<file path="src/rtl/r8mbe_pkg.sv">
// Shared types and helpers for the radix-8 Modified Booth multipliers.
//   state_t      : control states of the iterative multiplier
//   digit_sel_t  : one-hot magnitude select plus sign for one Booth digit
//   r8_digits()  : number of radix-8 digits for an n-bit operand
package r8mbe_pkg;

  typedef enum logic [1:0] {
    ST_IDLE = 2'd0,
    ST_PREP = 2'd1,
    ST_ACC  = 2'd2,
    ST_DONE = 2'd3
  } state_t;

  typedef struct packed {
    logic neg;
    logic one;
    logic two;
    logic three;
    logic four;
  } digit_sel_t;

  // ceil((n+1)/3): the extra bit keeps the top digit non-negative for unsigned operands
  function automatic int unsigned r8_digits(input int unsigned n);
    return (n + 3) / 3;
  endfunction

endpackage

</file>
<file path="src/rtl/r8mbe_digit_enc.sv">
// Radix-8 Booth recoder: 4-bit window {b[3i+2], b[3i+1], b[3i], b[3i-1]}
// to sign + one-hot magnitude {1,2,3,4}; all-zero magnitude means digit 0.
//   win_i  : input  4-bit overlapping window of the multiplier
//   sel_c  : output combinational digit select
module r8mbe_digit_enc
  import r8mbe_pkg::*;
(
  input  logic [3:0] win_i,
  output digit_sel_t sel_c
);

  always_comb begin
    sel_c     = '0;
    // -0 (window 1111) carries neg with zero magnitude, which yields 0
    sel_c.neg = win_i[3];
    unique case (win_i)
      4'b0001, 4'b0010, 4'b1101, 4'b1110: sel_c.one   = 1'b1;
      4'b0011, 4'b0100, 4'b1011, 4'b1100: sel_c.two   = 1'b1;
      4'b0101, 4'b0110, 4'b1001, 4'b1010: sel_c.three = 1'b1;
      4'b0111, 4'b1000:                   sel_c.four  = 1'b1;
      default: ;
    endcase
  end

endmodule

</file>
<file path="src/rtl/r8mbe_seq_mult.sv">
// Iterative radix-8 Modified Booth multiplier, one digit per cycle.
//   clk, rst            : clock, asynchronous active-high reset
//   in_valid/in_ready   : operand handshake (tc, a_in, b_in sampled together)
//   tc                  : 1 = two's-complement, 0 = unsigned
//   out_valid/out_ready : product handshake
//   product             : exact 2N-bit A*B, held until accepted
module r8mbe_seq_mult
  import r8mbe_pkg::*;
#(
  parameter int unsigned N = 24
) (
  input  logic           clk,
  input  logic           rst,
  input  logic           in_valid,
  output logic           in_ready,
  input  logic           tc,
  input  logic [N-1:0]   a_in,
  input  logic [N-1:0]   b_in,
  output logic           out_valid,
  input  logic           out_ready,
  output logic [2*N-1:0] product
);

  localparam int unsigned D    = r8_digits(N);
  localparam int unsigned AW   = N + 3;
  localparam int unsigned BW   = 3 * D;
  localparam int unsigned ACCW = 2 * N + 4;
  localparam int unsigned PW   = 2 * N;
  localparam int unsigned CW   = $clog2(D + 1);
  localparam int unsigned SW   = $clog2(3 * D);

  state_t                 state_q, state_d;
  logic signed [AW-1:0]   a_q, a_d;
  logic        [BW-1:0]   b_q, b_d;
  logic                   bm1_q, bm1_d;
  logic signed [AW-1:0]   m1_q, m1_d, m2_q, m2_d, m3_q, m3_d, m4_q, m4_d;
  logic signed [ACCW-1:0] acc_q, acc_d;
  logic        [CW-1:0]   cnt_q, cnt_d;
  logic        [PW-1:0]   product_q, product_d;
  logic                   out_valid_q, out_valid_d;
  logic                   in_ready_q, in_ready_d;

  digit_sel_t             sel_c;
  logic signed [AW-1:0]   mag_c, pp_c;
  logic signed [ACCW-1:0] pp_ext_c;
  logic        [SW-1:0]   sh_c;

  assign in_ready  = in_ready_q;
  assign out_valid = out_valid_q;
  assign product   = product_q;

  // B is consumed three bits per cycle; bm1_q holds the overlap bit b[3i-1]
  r8mbe_digit_enc u_enc (
    .win_i ({b_q[2:0], bm1_q}),
    .sel_c (sel_c)
  );

  // Partial product d_i*A from the precomputed multiples, placed at weight 8^i
  always_comb begin
    mag_c = '0;
    if (sel_c.one)   mag_c = m1_q;
    if (sel_c.two)   mag_c = m2_q;
    if (sel_c.three) mag_c = m3_q;
    if (sel_c.four)  mag_c = m4_q;
    pp_c     = sel_c.neg ? -mag_c : mag_c;
    pp_ext_c = ACCW'(pp_c);
    sh_c     = SW'(cnt_q) * SW'(3);
  end

  // Next-state and datapath control
  always_comb begin
    state_d     = state_q;
    a_d         = a_q;
    b_d         = b_q;
    bm1_d       = bm1_q;
    m1_d        = m1_q;
    m2_d        = m2_q;
    m3_d        = m3_q;
    m4_d        = m4_q;
    acc_d       = acc_q;
    cnt_d       = cnt_q;
    product_d   = product_q;

    unique case (state_q)
      ST_IDLE: begin
        if (in_valid && in_ready_q) begin
          a_d     = {{3{tc & a_in[N-1]}}, a_in};
          b_d     = {{(BW-N){tc & b_in[N-1]}}, b_in};
          bm1_d   = 1'b0;
          state_d = ST_PREP;
        end
      end
      ST_PREP: begin
        m1_d    = a_q;
        m2_d    = a_q <<< 1;
        m3_d    = a_q + (a_q <<< 1);
        m4_d    = a_q <<< 2;
        acc_d   = '0;
        cnt_d   = '0;
        state_d = ST_ACC;
      end
      ST_ACC: begin
        // cnt_q == D is the writeback cycle after the last digit has landed
        if (cnt_q == CW'(D)) begin
          product_d = acc_q[PW-1:0];
          state_d   = ST_DONE;
        end else begin
          acc_d = acc_q + (pp_ext_c <<< sh_c);
          b_d   = b_q >> 3;
          bm1_d = b_q[2];
          cnt_d = cnt_q + CW'(1);
        end
      end
      ST_DONE: begin
        if (out_valid_q && out_ready) state_d = ST_IDLE;
      end
      default: state_d = ST_IDLE;
    endcase

    in_ready_d  = (state_d == ST_IDLE);
    out_valid_d = (state_d == ST_DONE);
  end

  always_ff @(posedge clk or posedge rst) begin
    if (rst) begin
      state_q     <= ST_IDLE;
      a_q         <= '0;
      b_q         <= '0;
      bm1_q       <= 1'b0;
      m1_q        <= '0;
      m2_q        <= '0;
      m3_q        <= '0;
      m4_q        <= '0;
      acc_q       <= '0;
      cnt_q       <= '0;
      product_q   <= '0;
      out_valid_q <= 1'b0;
      in_ready_q  <= 1'b1;
    end else begin
      state_q     <= state_d;
      a_q         <= a_d;
      b_q         <= b_d;
      bm1_q       <= bm1_d;
      m1_q        <= m1_d;
      m2_q        <= m2_d;
      m3_q        <= m3_d;
      m4_q        <= m4_d;
      acc_q       <= acc_d;
      cnt_q       <= cnt_d;
      product_q   <= product_d;
      out_valid_q <= out_valid_d;
      in_ready_q  <= in_ready_d;
    end
  end

endmodule

</file>
<file path="config.mk">
export PLATFORM = sky130hd
export DESIGN_NAME = r8mbe_seq_mult
export DESIGN_NICKNAME = d
export VERILOG_FILES = /design/src/rtl/r8mbe_pkg.sv /design/src/rtl/r8mbe_digit_enc.sv /design/src/rtl/r8mbe_seq_mult.sv
export SDC_FILE = /design/constraint.sdc
export NUM_CORES = 1
export LEC_CHECK = 0
export CORE_ASPECT_RATIO = 1.4
export CORE_MARGIN = 4
export CORE_UTILIZATION = 49
export CTS_CLUSTER_DIAMETER = 50
export DETAILED_ROUTE_END_ITERATION = 10
export PLACE_DENSITY = 0.68
export SYNTH_ARGS = -nofsm -noshare
export SYNTH_HDL_FRONTEND = slang
export SYNTH_SLANG_ARGS = --single-unit
export TNS_END_PERCENT = 20
</file>
<file path="constraint.sdc">
create_clock -name clk -period 9.78 [get_ports clk]
set_input_delay 1.956 -clock clk [delete_from_list [all_inputs] [get_ports clk]]
set_output_delay 1.956 -clock clk [all_outputs]
set_load 0.01 [all_outputs]
</file>
==> results of run 1 <==
==> per-layer routing <==
layer,vias to the layer above,share of wire,GRT usage,wire length (um)
met5,-,0,0,0
met4,0,0.056,0.121,2300
met3,114,0.029,0.0218,1210
met2,311,0.51,0.430,21100
met1,6381,0.40,0.259,16700
li1,6649,-,-,-
==> worst max-delay path by stage <==
| stage | startpoint | to | cells after the start |
|---|---|---|---|
| finish | bm1_q | acc_q[39] | 27 |
| global route | bm1_q | acc_q[39] | 28 |
| CTS | bm1_q | acc_q[47] | 28 |
| detailed placement | bm1_q | acc_q[47] | 28 |
| global placement | bm1_q | acc_q[39] | 25 |
| floorplan | rst | a_q[0] | 1 |
==> cells by family after synthesis <==
group | share of synthesized area
AOI/OAI and AO/OA | 0.238
and+or+nand+nor | 0.156
DFF | 0.328
buffers and inverters | 0.0419
muxes | 0.106
adders and majority gates | 0.0792
xor gates and xnor gates | 0.0521
==> cell type report <==
class | instances | area [um^2] | area share
clock inverter | 16 | 254 | 0.0143
clock buffer | 28 | 656 | 0.0369
multi-input combinational | 1449 | 9910 | 0.557
sequential | 205 | 5130 | 0.289
inverter | 47 | 184 | 0.0103
timing repair buffer | 121 | 1160 | 0.0654
tap | 395 | 494 | 0.0278
==> stage by stage <==
step	setup WS, ps	hold WS, ps
finish	1350	481
global route	490	510
CTS	1490	483
detailed placement	1500	467
global placement	1580	457
floorplan	2230	442
==> cells in the final DEF (no fill, tap or decap), types with 8 or more instances in the layout <==
cell type / n
a21oi_1: 133
o21bai_1: 8
o31ai_1: 12
inv_1: 45
nand2b_1: 19
o21a_1: 21
nor3_1: 21
ha_1: 87
clkdlybuf4s50_1: 102
nand2_1: 235
nand3_1: 72
o21ai_0: 185
xor2_1: 44
maj3_1: 9
buf_4: 19
xnor2_1: 45
o221ai_1: 14
nor2_1: 110
a211oi_1: 17
and3_1: 12
mux2_2: 79
o211ai_1: 13
mux2i_1: 58
dfrtp_1: 203
clkbuf_16: 24
o22ai_1: 22
nor2b_1: 8
o21ai_1: 8
a22oi_1: 10
a31oi_1: 14
a21o_1: 35
a22o_1: 12
mux4_2: 8
and2_1: 11
==> state kept, by name, indices dropped and copies added (netlist names) <==
name       count
cnt_q          4
m3_q          27
m4_q          23
acc_q         48
in_ready       1
out_valid      1
product       48
bm1_q          1
a_q           25
b_q           25
state_q        2
==> tightest hold or removal path, delay by kind of cell, from the launching register on <==
| kind | cells | cell delay (ps) |
|---|---|---|
| AND/OR/NAND/NOR | 1 | 40 |
| flip-flops | 1 | 340 |
| AO/OA/AOI/OAI | 1 | 60 |
==> Yosys cell counts (35+ instances only) <==
library cell and n:
a21o_1 35, a21oi_1 133, clkbuf_1 76, dfrtp_1 204
ha_1 87, inv_1 46, mux2_2 79, mux2i_1 58
nand2_1 236, nand3_1 73, nor2_1 111, o21ai_0 185
xnor2_1 47, xor2_1 46
==> results.sh, run 1 <==
export IMPL_path_clk_slew_ps=60
export IMPL_fin_util=0.565
export IMPL_drtAntennaViolNets=0
export IMPL_drive_above_1_share=0.109
export IMPL_cp_slowest_cell="dfrtp_1"
export IMPL_cp_top_family="compound AO/OA/AOI/OAI gates"
export IMPL_skew_ps=13.1
export IMPL_cts_repair_resized=0
export IMPL_track_usage=0.230
export IMPL_synth_enable_flop_cells=0
export IMPL_run_status="finished, final reports clean"
export IMPL_ff2ff_setup_slack_ps=1350
export IMPL_holdBufCountCts=0
export IMPL_hold_class="flip-flop to flip-flop"
export IMPL_place_congestion=0.982
export IMPL_clk_insertion_delay_late_ps=540
export IMPL_drc=0
export IMPL_drv_cap=0
export IMPL_core_um2=31500
export IMPL_holdPathEnd="b_q[3]"
export IMPL_drt_wl_total_um=41300
export IMPL_drt_wirelength_per_cell_um=18.3
export IMPL_slowest_delay_ps=990
export IMPL_fill_cells=2896
export IMPL_cp_buffers_inverters=0
export IMPL_worstPathArrival_ps=8820
export IMPL_startpoint_type="flip-flop"
export IMPL_tightest_slew_ps=988
export IMPL_vias=13500
export IMPL_stdcell_count=2261
export IMPL_ys_async_sr_fraction=1.00
export IMPL_rr_worst_depth=27
export IMPL_min_delay_path_depth=2
export IMPL_synth_area_leader_cell="dfrtp_1"
export IMPL_grt_max_degree=133
export IMPL_tns_ps=0
export IMPL_r2r_start="bm1_q"
export IMPL_period_needed_ps=8430
export IMPL_synth_cells=1813
export IMPL_area_growth_synth_to_final_pct=13.7
export IMPL_row_count=77
export IMPL_syn_area_per_cell_um2=8.63
export IMPL_ios=103
export IMPL_synth_cell_type_count=90
export IMPL_synth_flop_cell="dfrtp_1"
export IMPL_io_buffer_count=102
export IMPL_avgViaCountPerCell=5.95
export IMPL_crit_top_cell="o21ai_0"
export IMPL_cts_tree="yes"
export IMPL_first_global_vias=13000
export IMPL_grt_pass1_wl_um=66700
export IMPL_slew_headroom=0.342
export IMPL_r2r_end="acc_q[39]"
export IMPL_path_class="flip-flop to flip-flop"
export IMPL_yosysTopAreaCellShare=0.326
export IMPL_hold_viol_final=0
export IMPL_start_util=0.496
export IMPL_synth_seq_cells=205
export IMPL_die_h_um=219
export IMPL_dpl_hpwl_um=31300
export IMPL_clock_fmax_ghz=0.119
export IMPL_drtPass1Iterations=5
export IMPL_dieArea_um2=34900
export IMPL_end_kind="flip-flop"
export IMPL_drt_initial_drc_count=797
export IMPL_grt_overflow=0
export IMPL_synthTopCellsByArea="dfrtp_1 33%, ha_1 7.0%, o21ai_0 5.9%"
export IMPL_setup_viol=0
export IMPL_fin_nets=1991
export IMPL_design_area_um2=17800
export IMPL_synth_fp_nets=1956
export IMPL_rsz0062_at_grt="false"
export IMPL_hp_start="b_q[3]"
export IMPL_diodes=0
export IMPL_dpl_cell_area_um2=16900
export IMPL_slew_violations=0
export IMPL_cts_buffer_depth=3
export IMPL_required_ps=10160
export IMPL_yosysWarnings=0
export IMPL_cts_root_buf="clkbuf_16"
export IMPL_place_inst=2217
export IMPL_synthesis_area_um2=15600
export IMPL_die_w_um=159
export IMPL_synth_seq_area_share=0.328
export IMPL_antenna_found_initial=0
export IMPL_htree_levels=1
export IMPL_cts_sinks=205
export IMPL_finalCritPeriodShare=0.862
export IMPL_worstPathMaxFanout=32
export IMPL_numCtsBuffers=24
export IMPL_cts_setup_buffers=0
Power of run 1 is left out: the tool's default activity adds up to more than one toggle a clock period on the data nets, which glitch-free logic cannot reach.
==> run 2, diff against run 1 <==
Settings changed: CORE_UTILIZATION 49 to 44, CTS_CLUSTER_DIAMETER 50 to default, PLACE_DENSITY 0.68 to default.
==> results.sh, run 2 (synthesis gave the netlist of run 1 again) <==
export IMPL_skew_ps=17.4
export IMPL_slew_violations=0
export IMPL_clock_fmax_ghz=0.118
export IMPL_die_h_um=231
export IMPL_crit_start="bm1_q"
export IMPL_setup_viol=0
export IMPL_row_count=81
export IMPL_mostFrequentLayoutCells="235 x nand2_1, 203 x dfrtp_1, 185 x o21ai_0, 133 x a21oi_1, 110 x nor2_1"
export IMPL_hp_start="b_q[9]"
export IMPL_cts_tree="yes"
export IMPL_antenna_found_initial=0
export IMPL_fill_cells=3382
export IMPL_track_usage=0.218
export IMPL_grt_pass1_wl_um=70000
export IMPL_io_buffer_count=102
export IMPL_drt_wl_total_um=43200
export IMPL_multi_input_area_um2=9910
export IMPL_numCtsBuffers=21
export IMPL_worstPathArrival_ps=8910
export IMPL_min_delay_path_depth=2
export IMPL_grt_max_degree=100
export IMPL_drv_cap=0
export IMPL_rsz0062_at_grt="false"
export IMPL_end_kind="flip-flop"
export IMPL_drt_initial_drc_count=923
export IMPL_dieArea_um2=38700
export IMPL_run_status="finished, final reports clean"
export IMPL_finalCritPeriodShare=0.866
export IMPL_drtAntennaViolNets=0
export IMPL_path_class="flip-flop to flip-flop"
export IMPL_path_clk_slew_ps=60
export IMPL_rr_worst_depth=28
export IMPL_regArea_um2=5130
export IMPL_first_global_vias=13300
export IMPL_die_w_um=167
export IMPL_start_util=0.446
export IMPL_cts_setup_buffers=0
export IMPL_final_common_cell="nand2_1"
export IMPL_ios=103
export IMPL_tightest_slew_ps=955
export IMPL_avgViaCountPerCell=5.78
export IMPL_cts_root_buf="clkbuf_16"
export IMPL_cp_slowest_cell="dfrtp_1"
export IMPL_holdBufCountCts=0
export IMPL_area_growth_synth_to_final_pct=12.9
export IMPL_place_congestion=0.960
export IMPL_fin_nets=1989
export IMPL_drtPass1Iterations=5
export IMPL_grt_overflow=0
export IMPL_vias=13400
export IMPL_worstPathMaxFanout=32
export IMPL_drive_above_1_share=0.103
export IMPL_hold_class="flip-flop to flip-flop"
export IMPL_drt_wirelength_per_cell_um=18.6
export IMPL_cts_sinks=205
export IMPL_slowest_delay_ps=960
export IMPL_dpl_hpwl_um=33000
export IMPL_cts_buffer_depth=3
export IMPL_clk_insertion_delay_late_ps=530
export IMPL_required_ps=10220
export IMPL_diodes=0
export IMPL_r2r_start="bm1_q"
export IMPL_htree_levels=1
export IMPL_startpoint_type="flip-flop"
export IMPL_slew_headroom=0.363
export IMPL_period_needed_ps=8470
export IMPL_drc=0
export IMPL_tns_ps=0
export IMPL_core_um2=35100
export IMPL_hold_viol_final=0
export IMPL_cts_repair_resized=0
## run 2: cell types whose count changed in the layout (fill, tap and decap cells not counted), moves of 2 or more
cell,change
clkbuf_1,+7
bufinv_16,-3
clkbuf_16,-3
clkinv_8,-3
clkinvlp_4,-2
## run 2: metrics by stage
step                instance area [um^2]  instances  hold slack [ps]  utilization  worst slack [ps]
CTS                                17700       2317              486        0.503              1430
finish                             17700       2317              480        0.503              1310
global placement                   17000       2279              456        0.484              1710
floorplan                          15600       1813              442            -              2230
detailed placement                 17000       2279              472        0.484              1470
global route                       17700       2317              510        0.503               608
## run 2: final cells by class
| cell class | instances | share of cell area |
|---|---|---|
| Clock buffer | 32 | 0.0344 |
| Clock inverter | 6 | 0.00475 |
| Inverter | 47 | 0.0104 |
| Multi-Input combinational cell | 1449 | 0.561 |
| Sequential cell | 205 | 0.291 |
| Tap cell | 456 | 0.0323 |
| Timing Repair Buffer | 122 | 0.0663 |
## run 2: path summary, 6_finish.rpt
kind / endpoint / slack, ps
worst max-delay path: acc_q[47] / 1310
worst min-delay path: b_q[9] / 480
worst max register to register: acc_q[47] / 1310
worst min register to register: b_q[9] / 480
max in group asynchronous: product[17] / 6510
min in group asynchronous: product[1] / 1920
## run 2: per-layer routing
layer  share of wire  GRT usage
met5               0          0
met1            0.39      0.247
met2            0.53      0.412
met3           0.030     0.0191
met4           0.049      0.100
## run 2: critical path, delay by kind of cell (launching register included)
kind / cells / cell delay (ps)
AOI/OAI and AO/OA: 14 / 3240
DFF: 1 / 960
muxes: 3 / 620
adders and majority gates: 2 / 480
and+or+nand+nor: 9 / 3040
Power of run 2 is left out for the same reason.
